File: config.mk
export PLATFORM = sky130hd
export DESIGN_NAME = scroll_display
export DESIGN_NICKNAME = d
export VERILOG_FILES = /design/src/rtl/scroll_pkg.sv /design/src/rtl/scroll_display_fall_edge_det.sv /design/src/rtl/scroll_display.sv
export SDC_FILE = /design/constraint.sdc
export NUM_CORES = 1
export LEC_CHECK = 0
export CORE_ASPECT_RATIO = 2
export CORE_MARGIN = 4
export CORE_UTILIZATION = 44
export CTS_CLUSTER_SIZE = 25
export DETAILED_ROUTE_END_ITERATION = 8
export PLACE_DENSITY = 0.77
export SYNTH_ARGS = -nofsm -noshare
export SYNTH_HDL_FRONTEND = slang
export SYNTH_HIERARCHICAL = 1
export SYNTH_SLANG_ARGS = --single-unit
File: constraint.sdc
create_clock -name clk3hz -period 1.35 [get_ports clk3hz]
set_input_delay 0.3375 -clock clk3hz [delete_from_list [all_inputs] [get_ports clk3hz]]
set_output_delay 0.3375 -clock clk3hz [all_outputs]
set_load 0.01 [all_outputs]
File: src/rtl/scroll_pkg.sv
// Shared constants and helpers for the scrolling display path.
package scroll_pkg;

    // Rotation direction encodings
    localparam logic DIR_RIGHT = 1'b0;
    localparam logic DIR_LEFT  = 1'b1;

    // Scroll mode encodings
    localparam logic MODE_CONT   = 1'b0;
    localparam logic MODE_SINGLE = 1'b1;

    // Width needed to hold a rotation offset 0..n-1; at least one bit.
    function automatic int pos_width(input int n);
        int w;
        w = 1;
        for (int k = 1; k < 31; k++) begin
            if ((32'sd1 <<< k) < n) begin
                w = k + 1;
            end else begin
                w = w;
            end
        end
        return w;
    endfunction

endpackage

File: src/rtl/scroll_display_fall_edge_det.sv
// One-flop falling-edge detector with synchronous active-low clear.
// o_fall is high during the cycle in which i_strobe is sampled low after high.
module fall_edge_det (
    input  logic i_clk,
    input  logic i_clr_n,
    input  logic i_strobe,
    output logic o_fall
);

    logic r_prev;

    // Remember the strobe level seen at the previous edge
    always_ff @(posedge i_clk) begin
        if (!i_clr_n) begin
            r_prev <= 1'b0;
        end else begin
            r_prev <= i_strobe;
        end
    end

    assign o_fall = r_prev & ~i_strobe;

endmodule

File: src/rtl/scroll_display.sv
// Scrolling message buffer for the seven-segment display path. Loads a
// message on the falling edge of the load strobe and rotates it one nibble
// per clock, presenting the leftmost DIGITS nibbles on dataBus.
module scroll_display
    import scroll_pkg::*;
#(
    parameter  int DIGITS      = 4,
    parameter  int MSG_NIBBLES = 8,
    parameter  int NIB_W       = 4,
    localparam int POS_W       = pos_width(MSG_NIBBLES)
) (
    input  logic                          clk3hz,
    input  logic                          clr,
    input  logic                          disp_data_en,
    input  logic [MSG_NIBBLES*NIB_W-1:0]  datain,
    input  logic                          dir,
    input  logic                          mode,
    input  logic                          pause,
    output logic [DIGITS*NIB_W-1:0]       dataBus,
    output logic [POS_W-1:0]              pos,
    output logic                          busy,
    output logic                          done
);

    localparam int               MSG_W   = MSG_NIBBLES * NIB_W;
    localparam int               WIN_W   = DIGITS * NIB_W;
    localparam logic [POS_W-1:0] POS_MAX = POS_W'(MSG_NIBBLES - 1);
    localparam logic [POS_W-1:0] POS_ONE = POS_W'(1'b1);
    localparam logic [POS_W-1:0] POS_ZERO = {POS_W{1'b0}};

    // Refuse to build with a window wider than the message or a degenerate message
    generate
        if ((DIGITS > MSG_NIBBLES) || (MSG_NIBBLES < 2) || (DIGITS < 1)) begin : g_param_check
            $error("scroll_display: illegal DIGITS/MSG_NIBBLES combination");
        end
    endgenerate

    logic [MSG_W-1:0] r_msg;
    logic [POS_W-1:0] r_pos;
    logic             r_busy;
    logic             r_done;

    logic             w_load;
    logic [MSG_W-1:0] w_msg_nx;
    logic [POS_W-1:0] w_pos_nx;
    logic [POS_W-1:0] w_pos_step;
    logic             w_busy_nx;
    logic             w_done_nx;

    fall_edge_det u_load_det (
        .i_clk    (clk3hz),
        .i_clr_n  (clr),
        .i_strobe (disp_data_en),
        .o_fall   (w_load)
    );

    // Next rotation offset for one step; wrap is explicit for odd lengths
    always_comb begin
        w_pos_step = r_pos;
        if (dir == DIR_LEFT) begin
            w_pos_step = (r_pos == POS_ZERO) ? POS_MAX : (r_pos - POS_ONE);
        end else begin
            w_pos_step = (r_pos == POS_MAX) ? POS_ZERO : (r_pos + POS_ONE);
        end
    end

    // Next-state: load beats pause, pause beats done-hold, done-hold beats step
    always_comb begin
        w_msg_nx  = r_msg;
        w_pos_nx  = r_pos;
        w_busy_nx = r_busy;
        w_done_nx = r_done;
        if (w_load) begin
            w_msg_nx  = datain;
            w_pos_nx  = POS_ZERO;
            w_busy_nx = 1'b1;
            w_done_nx = 1'b0;
        end else if (pause) begin
            w_msg_nx = r_msg;
        end else if (r_done) begin
            w_msg_nx = r_msg;
        end else if (r_busy) begin
            if (dir == DIR_LEFT) begin
                w_msg_nx = {r_msg[MSG_W-NIB_W-1:0], r_msg[MSG_W-1 -: NIB_W]};
            end else begin
                w_msg_nx = {r_msg[NIB_W-1:0], r_msg[MSG_W-1:NIB_W]};
            end
            w_pos_nx = w_pos_step;
            // A single pass ends the moment the offset comes back to the loaded alignment
            if ((mode == MODE_SINGLE) && (w_pos_step == POS_ZERO)) begin
                w_done_nx = 1'b1;
                w_busy_nx = 1'b0;
            end else begin
                w_done_nx = 1'b0;
            end
        end else begin
            w_msg_nx = r_msg;
        end
    end

    // State registers with synchronous active-low clear taking top priority
    always_ff @(posedge clk3hz) begin
        if (!clr) begin
            r_msg  <= {MSG_W{1'b0}};
            r_pos  <= POS_ZERO;
            r_busy <= 1'b0;
            r_done <= 1'b0;
        end else begin
            r_msg  <= w_msg_nx;
            r_pos  <= w_pos_nx;
            r_busy <= w_busy_nx;
            r_done <= w_done_nx;
        end
    end

    assign dataBus = r_msg[MSG_W-1 -: WIN_W];
    assign pos     = r_pos;
    assign busy    = r_busy;
    assign done    = r_done;

endmodule

Yosys cells after proc, flatten, opt, wreduce, memory -nomap -nowiden
Cells that the tools add are included.
- output and inout port bits: 21
- input bits: 38
- flip-flop bits (word level): 38
- logic and storage cells: 39
- add/subtract/negate cells: 2
- reduce and logical (&&, ||, !) cells: 8
- eq/ne operators: 3
- muxes and demuxes: 16
- bitwise logic cells: 5
- operator list (operator ; number):
    32-bit 2-to-1 mux ; 5
    3-bit 2-to-1 mux ; 3
    1-bit 2-to-1 mux ; 8
    3-bit zero test ; 2
    3-bit AND reduction ; 2
    2-bit by 1-bit != test with 1-bit output (second input constant) ; 2
    1-bit NOT ; 4
    3-bit by 1-bit adder with 3-bit output (second input constant) ; 1
    3-bit == test (second input constant) ; 1
    3-bit by 1-bit subtractor with 3-bit output (second input constant) ; 1
    2-bit AND reduction ; 1
    2-bit nonzero test ; 1
    2-bit OR reduction ; 1
    1-bit AND ; 1
    1-bit logical AND ; 1

Depth between registers and ports, before layout
Gate-level depths: netlist of the first run.
- depth after elaboration: 10
- depth in mapped cells: 7

By module
The synthesis of the first run kept the hierarchy.
- modules (own cells, without submodules) (module ; cells each ; area each (um^2) ; instances):
    scroll_display ; 272 ; 2154.6 ; 1
    fall_edge_det ; 3 ; 36.3 ; 1

Worst setup path after synthesis of the first run
No wires, ideal clock.
- path type: register to register
- from: reg r_pos[0] (netlist: pos[0])
- to: reg r_busy (netlist: busy)
- arrival: 1386 ps
- path buffers: 0
- stages on the path, launching flop included: 6
- setup slack: -169 ps
- clock period less this slack: 1519 ps
- data required time: 1217 ps
- cell sequence: dfxtp_1 -> inv_1 -> ha_1 -> or3_1 -> a31oi_1 -> a31oi_1
- longest elaborated chain between the ends: 10
- elaborated cells between the ends (all ways): 14
- those cells by class: 2 x add/sub; 1 x eq/ne; 8 x mux; 3 x reduce/logical
- RTL lines (what ; line ; source):
    start: declaration ; scroll_display.sv:39 ; logic [POS_W-1:0] r_pos;
    start signal: assignment ; scroll_display.sv:110 ; r_pos <= w_pos_nx;
    3-bit by 1-bit adder with 3-bit output (tied with other cells) ; scroll_display.sv:63 ; w_pos_step = (r_pos == POS_MAX) ? POS_ZERO : (r_pos + POS_ONE);
    3-bit 2-to-1 mux (on tied branches) ; scroll_display.sv:63, scroll_display.sv:61 ;
    3-bit 2-to-1 mux (*) ; scroll_display.sv:60 ; if (dir == DIR_LEFT) begin
    3-bit zero test (*) ; scroll_display.sv:90 ; if ((mode == MODE_SINGLE) && (w_pos_step == POS_ZERO)) begin
    1-bit logical AND (*) ; scroll_display.sv:90 ;
    1-bit 2-to-1 mux (*) ; scroll_display.sv:90 ;
    1-bit 2-to-1 mux (*) ; scroll_display.sv:82 ; end else if (r_busy) begin
    1-bit 2-to-1 mux (*) ; scroll_display.sv:80 ; end else if (r_done) begin
    1-bit 2-to-1 mux (*) ; scroll_display.sv:78 ; end else if (pause) begin
    1-bit 2-to-1 mux (*) ; scroll_display.sv:73 ; if (w_load) begin
    end signal: assignment ; scroll_display.sv:111 ; r_busy <= w_busy_nx;
    end: declaration ; scroll_display.sv:40 ; logic r_busy;
Mark *: on every way between the ends. The rest lies on a longest branch, timed or not. The select of a mux whose other input is x is not followed.
A chain may end at the register's enable or synchronous reset.

Final worst setup path of the first run
- from: reg r_pos[1] (netlist: pos[1])
- to: reg r_done (netlist: done)
- longest elaborated chain between the ends: 8
- elaborated cells between the ends (all ways): 12
- those cells by class: 2 x add/sub; 1 x eq/ne; 6 x mux; 3 x reduce/logical
- RTL lines (what ; line ; source):
    3-bit by 1-bit adder with 3-bit output (tied with other cells) ; scroll_display.sv:63 ;
    3-bit 2-to-1 mux (on tied branches) ; scroll_display.sv:63, scroll_display.sv:61 ;
    3-bit 2-to-1 mux (*) ; scroll_display.sv:60 ;
    3-bit zero test (*) ; scroll_display.sv:90 ;
    1-bit logical AND (*) ; scroll_display.sv:90 ;
    1-bit 2-to-1 mux (*) ; scroll_display.sv:90 ;
    1-bit 2-to-1 mux (*) ; scroll_display.sv:82 ;
    1-bit 2-to-1 mux (*) ; scroll_display.sv:80 ;
    end signal: assignment ; scroll_display.sv:112 ; r_done <= w_done_nx;
    end: declaration ; scroll_display.sv:41 ; logic r_done;
Mark *: on every way between the ends. The rest lies on a longest branch, timed or not.

==> results of run 1 <==
[final cells by class]
| cell class | instances | share of cell area, % |
|---|---|---|
| timing repair buffer | 91 | 28.84 |
| inverter | 4 | 0.6294 |
| sequential | 38 | 24.39 |
| clock inverter | 2 | 0.2754 |
| clock buffer | 6 | 2.282 |
| multi-input combinational | 194 | 41.35 |
| tap | 57 | 2.242 |
[synthesized netlist by cell type (all sizes together), types with 2 or more instances]
master | number | share of area (%)
inv | 4 | 0.69
clkbuf | 12 | 2.2
ha | 4 | 2.3
nand3 | 34 | 7.8
nand2b | 3 | 0.86
mux2i | 32 | 15
nor2b | 2 | 0.57
dfxtp | 38 | 35
a31oi | 2 | 0.57
a21oi | 4 | 0.91
o21ai | 68 | 16
buf | 27 | 8.9
nand2 | 34 | 5.8
[path summary, 6_finish.rpt]
path	startpoint	end	slack, ps	cells past startpoint
worst max-delay path	pos[1]$_SDFFE_PP0P_	done$_SDFFE_PP0N_	-70	6
worst min-delay path	disp_data_en	u_load_det/r_prev$_SDFF_PN0_	300	2
worst max register to register	pos[1]$_SDFFE_PP0P_	done$_SDFFE_PP0N_	-70	6
worst min register to register	done$_SDFFE_PP0N_	done$_SDFFE_PP0N_	540	1
[through the flow]
step                      cells  setup slack (ps)  cell area [um^2]  util [%]
after floorplan             275            -2.367              2251         -
after global placement      383            -371.2              2994     61.55
after detailed placement    383            -423.4              2994     61.55
after CTS                   393            -107.9              3146     64.66
after global routing        392            -115.4              3181     65.38
final                       392            -71.05              3181     65.38
[worst max-delay path: stages, from the launching register on]
cell     delay (ps)
dfxtp_4         390
inv_4            50
ha_4            260
inv_2            40
a21oi_2         170
o32ai_4         120
a32o_1          270
[flip-flops by register name (all words and copies together), names as in the netlist]
| name | count |
|---|---|
| r_msg | 32 |
| pos | 3 |
| busy | 1 |
| done | 1 |
| u_load_det/r_prev | 1 |
[repair_timing]
item                       4_1_cts  5_1_grt
pin swaps                        7        9
buffers inserted                 1        0
setup endpoints to repair       56       27
resized for setup               51       13
cloned                           1        0
[layer usage]
| layer | up-vias | wire length (um) | global-route usage (%) | part of all wire (%) |
|---|---|---|---|---|
| met5 | - | 0 | 0 | 0 |
| met2 | 59 | 3551 | 38.51 | 56 |
| met4 | 0 | 259 | 14.10 | 4.1 |
| met1 | 1015 | 2324 | 22.91 | 36 |
| met3 | 19 | 234 | 3.481 | 3.7 |
| li1 | 1073 | - | - | - |
[power groups by stage]
stage / registers [mW] / logic (mW) / clock network, mW
2_1_floorplan: 1.25 / 0.294 / 0
3_3_place_gp: 1.26 / 0.549 / 0
3_5_place_dp: 1.27 / 0.559 / 0
4_1_cts: 1.24 / 0.568 / 0.763
5_1_grt: 1.25 / 0.628 / 0.803
6_report: 1.24 / 0.580 / 0.754
[kinds of logic after synthesis]
family	count (synthesis)	synth area share, %
AND/OR/NAND/NOR	81	18.05
AO/OA/AOI/OAI	77	18.56
buffers and inverters	43	11.76
flip-flops	38	34.72
multiplexers	32	14.62
adder cells (fa/ha/maj)	4	2.285
==> summary.txt, run 1 <==
Timing
  • Worst slew pin tran: 271.3 ps
  • Fin Setup TNS: -144.1 ps
  • Tcrit/Tclk final: 105.3%
  • Slack of the critical path: -71.05 ps
  • Fmax: 703.7 MHz
  • Final Max Tran Viols: 0
  • Minimum clock period: 1421 ps
  • Final setup viols: 3
  • Setup Skew: 7.093 ps
  • RSZ-0062 raised after global routing: yes
  • Final hold vios: 0
  • Hold WS: 298.9 ps
  • Relative slew margins: 81.91%

Die
  • Row count: 36
  • Core Area: 0.004865 mm^2
  • Width of the die: 57.90 um
  • Die H: 107.8 um
  • I/O pins: 59
  • Initial Util: 45.04%
  • Die area: 0.006241 mm^2

Placement
  • Port bufs: 58
  • Hpwl dp: 4636 um
  • RePlAce Congestion: 0.8284

Status
  • Status: finished, violations left
  • Failing checks: setup timing

Yosys
  • Post-Syn Instances: 275
  • Synth unique cells: 28
  • Syn_area_per_cell: 7.967 um^2
  • Post-Synthesis Cell Area: 0.002191 mm^2
  • Ys flop type: dfxtp_1
  • Synth warn: 6
  • Post-synthesis net count: 317
  • Yosys reg bits: 38
  • Register area share after synthesis: 34.72%
  • Number of flops mapped to enable cells by yosys: 0
  • FFs w/ async S/R, synth: 0%

Final layout
  • Diode count: 0
  • Share of cells above drive strength 1: 21.19%
  • Layout Nets: 376
  • Synthesis-to-finish area growth: 45.17%
  • Commonest cells after routing, fill and taps aside: o21ai_0 (60), nand2_1 (34), clkdlybuf4s50_1 (34)
  • Register Area: 775.7 um^2
  • Commonest non-fill, non-tap cell in the layout: o21ai_0
  • Multi-input logic area: 0.001315 mm^2
  • Filler Cells Inserted: 408

Pwr
  • Pwr per Cell Area: 809.8 mW/mm^2
  • Combinational power share: 22.5%
  • Clock power share: 29.3%
  • Pwr Total: 2.575 mW
  • NetSw: 0.7170 mW
  • Int Power: 1.859 mW
  • Seq pwr share: 48.2%
  • Leak: 1.276 nW
  • Worst VDD drop: 691.9 uV
  • Sw frac: 27.84%

Detailed routing
  • DRC viols: 0
  • Post-route ant nets: 0
  • Vias per cell: 5.526
  • Post-Route WL: 6370 um
  • Via Count: 2166
  • TritonRoute pass-1 iters: 4
  • Avg WL per Cell: 16.25 um
  • DRT iter0 DRCs: 83

Clock network
  • Clock buffer depth: 2
  • Clock Tree Root: clkbuf_8
  • TritonCTS clock tree: done
  • Worst-path clk slew: 80 ps
  • TritonCTS buffer count: 5
  • Clock latency on the worst-skew pair: 290 ps
  • CTS sink cnt: 38
  • H-tree levels: 2
  • Hold_buf cts: 0

Setup path
  • Worst-path maximum fanout: 4
  • WP data arrival: 1600 ps
  • Worst Setup End Kind: flop
  • Startpoint Class: flop
  • Critical Path RT: 1530 ps
  • Kind of critical path: flop to flop

Global route
  • GRT Total Usage: 21.79%
  • GRT overflow: 0
  • Vias in the first global route: 2204
  • Largest net degree at the start of global routing: 29
  • First-pass GRT wire length: 10400 um
  • Initial antenna violation count: 0

Hold path
  • Worst Hold Class: input pin to flop

Run
  • Max Cap Violations: 0
(Power assumes the default switching activity.)
==> run 2: changes to the inputs <==
CELL_PAD_IN_SITES_DETAIL_PLACEMENT = 1   (was default)
CELL_PAD_IN_SITES_GLOBAL_PLACEMENT = 1   (was default)
CORE_MARGIN = 1.5   (was 4)
CORE_UTILIZATION = 31   (was 44)
CTS_BUF_LIST = sky130_fd_sc_hd__clkbuf_8 sky130_fd_sc_hd__clkbuf_16   (was default)
PLACE_DENSITY = default   (was 0.77)
PLACE_DENSITY_LB_ADDON = 0.1   (was default)
==> run 2 against run 1 <==
Combinational power grew 8.8%; largest power group unchanged; worst setup slack better by 31 ps; clock skew is 4.8 ps lower; highest routed layer unchanged; first-iteration DRC count is 13% higher; clock power up 59%; core utilization down 16 points; critical path type unchanged; the flow still finishes with violations (setup timing); non-clock buffer count grew 8.
==> summary.txt, run 2 (synthesis gave the netlist of run 1 again) <==
Run
  • Max Cap Violations: 0

Setup path
  • Worst Reg-to-Reg Cells: 5
  • RR Endpoint: busy$_SDFFE_PN0P_
  • Worst Setup End Kind: flop
  • Kind of critical path: flop to flop
  • Startpoint Class: flop
  • Worst-path maximum fanout: 4
  • WP data arrival: 1550 ps
  • Reg-to-reg slack, setup: -40 ps
  • Beginning of the worst register-to-register path: pos[0]$_SDFFE_PP0P_
  • Critical Path RT: 1510 ps

Final layout
  • Commonest cells after routing, fill and taps aside: o21ai_0 (48), nand2_1 (34), nand3_1 (34)
  • Diode count: 0
  • Final Core Density: 49.35%
  • Max reg flops: 32
  • Reg with most FFs: r_msg
  • Commonest non-fill, non-tap cell in the layout: o21ai_0
  • Share of cells above drive strength 1: 21.87%
  • Design area: 0.003398 mm^2
  • Synthesis-to-finish area growth: 55.11%
  • Layout Nets: 384
  • Filler Cells Inserted: 836

Placement
  • Hpwl dp: 4970 um
  • Pre-CTS setup slack: -391.8 ps
  • Port bufs: 58
  • DP Area: 0.003005 mm^2
  • RePlAce Congestion: 0.7435

Global route
  • Initial antenna violation count: 0
  • Largest net degree at the start of global routing: 27
  • First-pass GRT wire length: 11750 um
  • Vias in the first global route: 2266
  • GRT Total Usage: 20.10%
  • GRT overflow: 0

Clock network
  • Hold_buf cts: 0
  • Worst-path clk slew: 60 ps
  • CTS sink cnt: 38
  • TritonCTS clock tree: done
  • Clock latency on the worst-skew pair: 280 ps
  • H-tree levels: 2
  • Clock buffer depth: 2
  • TritonCTS buffer count: 5
  • Clock Tree Root: clkbuf_16

Pwr
  • Pwr Total: 3.064 mW
  • Worst VDD drop: 654.2 uV
  • Leak: 1.369 nW
  • Pwr per Cell Area: 901.8 mW/mm^2

Timing
  • RSZ-0062 raised after global routing: yes
  • Slack of the critical path: -40.41 ps
  • Minimum clock period: 1390 ps
  • Hold WS: 416.0 ps
  • Final Max Tran Viols: 0
  • Tcrit/Tclk final: 103.0%
  • Final setup viols: 3
  • Fmax: 719.2 MHz
  • Setup Skew: 2.321 ps
  • Worst slew pin tran: 326.4 ps
  • Final hold vios: 0
  • Relative slew margins: 78.20%

Detailed routing
  • DRT iter0 DRCs: 94
  • Post-Route WL: 7588 um
  • DRC viols: 0
  • Vias per cell: 5.125
  • TritonRoute pass-1 iters: 6
  • Via Count: 2219
  • Avg WL per Cell: 17.52 um
  • Post-route ant nets: 0

Die
  • Width of the die: 62.45 um
  • Row count: 43
  • Initial Util: 31.81%
  • I/O pins: 59
  • Die area: 0.007611 mm^2
  • Core Area: 0.006887 mm^2
  • Die H: 121.9 um

Hold path
  • Min-delay src: disp_data_en
  • Worst Hold Class: input pin to flop
  • Worst Hold Endpoint: u_load_det/r_prev$_SDFF_PN0_
  • Hold path depth: 2

Status
  • Failing checks: setup timing
  • Status: finished, violations left
==> run 2: changes by cell type in the layout (fill, tap and decap cells not counted), sizes merged <==
cell / previous run / this run
inv: 4 / 5
clkbuf: 6 / 9
buf: 35 / 41
clkdlybuf4s50: 34 / 33
clkinv: 2 / 1
==> run 2: final cells by class <==
cell class              count  area [um^2]  area share [%]
well taps                  90        112.6           3.314
inverters                   4        22.52          0.6627
multi-input cells         194         1306           38.44
clock inverters             2        8.758          0.2577
flip-flops and latches     38        774.5           22.79
clock buffers               6        138.9           4.087
repair buffers             99         1035           30.45
==> run 2: how the worst max path moves through the flow <==
stage	start	to	slack [ps]
2_1_floorplan	disp_data_en	r_msg[10]$_SDFFE_PN0P_	-2
3_3_place_gp	pause	r_msg[29]$_SDFFE_PN0P_	-370
3_5_place_dp	disp_data_en	r_msg[30]$_SDFFE_PN0P_	-390
4_1_cts	pos[0]$_SDFFE_PP0P_	done$_SDFFE_PP0N_	-80
5_1_grt	pos[0]$_SDFFE_PP0P_	busy$_SDFFE_PN0P_	-70
6_report	pos[0]$_SDFFE_PP0P_	busy$_SDFFE_PN0P_	-40
==> run 2: power breakdown <==
group	switching (mW)	internal, mW
Sequential	0.0526	1.18
Combinational	0.287	0.344
Clock	0.472	0.725
Total	0.812	2.25
==> run 2: per-stage QoR <==
stage / instances / TNS [ps]
finish: 433 / -74.47
global route: 433 / -271.0
CTS: 428 / -189.6
detailed placement: 417 / -13720
global placement: 417 / -12660
floorplan: 275 / -18.94
==> run 2: routing by layer <==
metal	routed length (um)	vias to the layer above	track usage, %
li1	-	1090	-
met1	2966	1077	20.98
met2	4327	41	40.05
met3	140	11	2.308
met4	153	0	7.500
met5	0	-	0
==> run 2: worst max-delay path, cell delays in order, from the launching register on <==
cell and delay (ps):
dfxtp_4 390, inv_4 60, ha_4 160, or3_4 380, a31oi_4 170, a31oi_1 110
==> run 2: repair_timing <==
item	in CTS	in global routing
pin swaps	10	5
resized for setup	50	28
gates cloned	2	3
buffers inserted	3	2
setup endpoints to repair	58	35
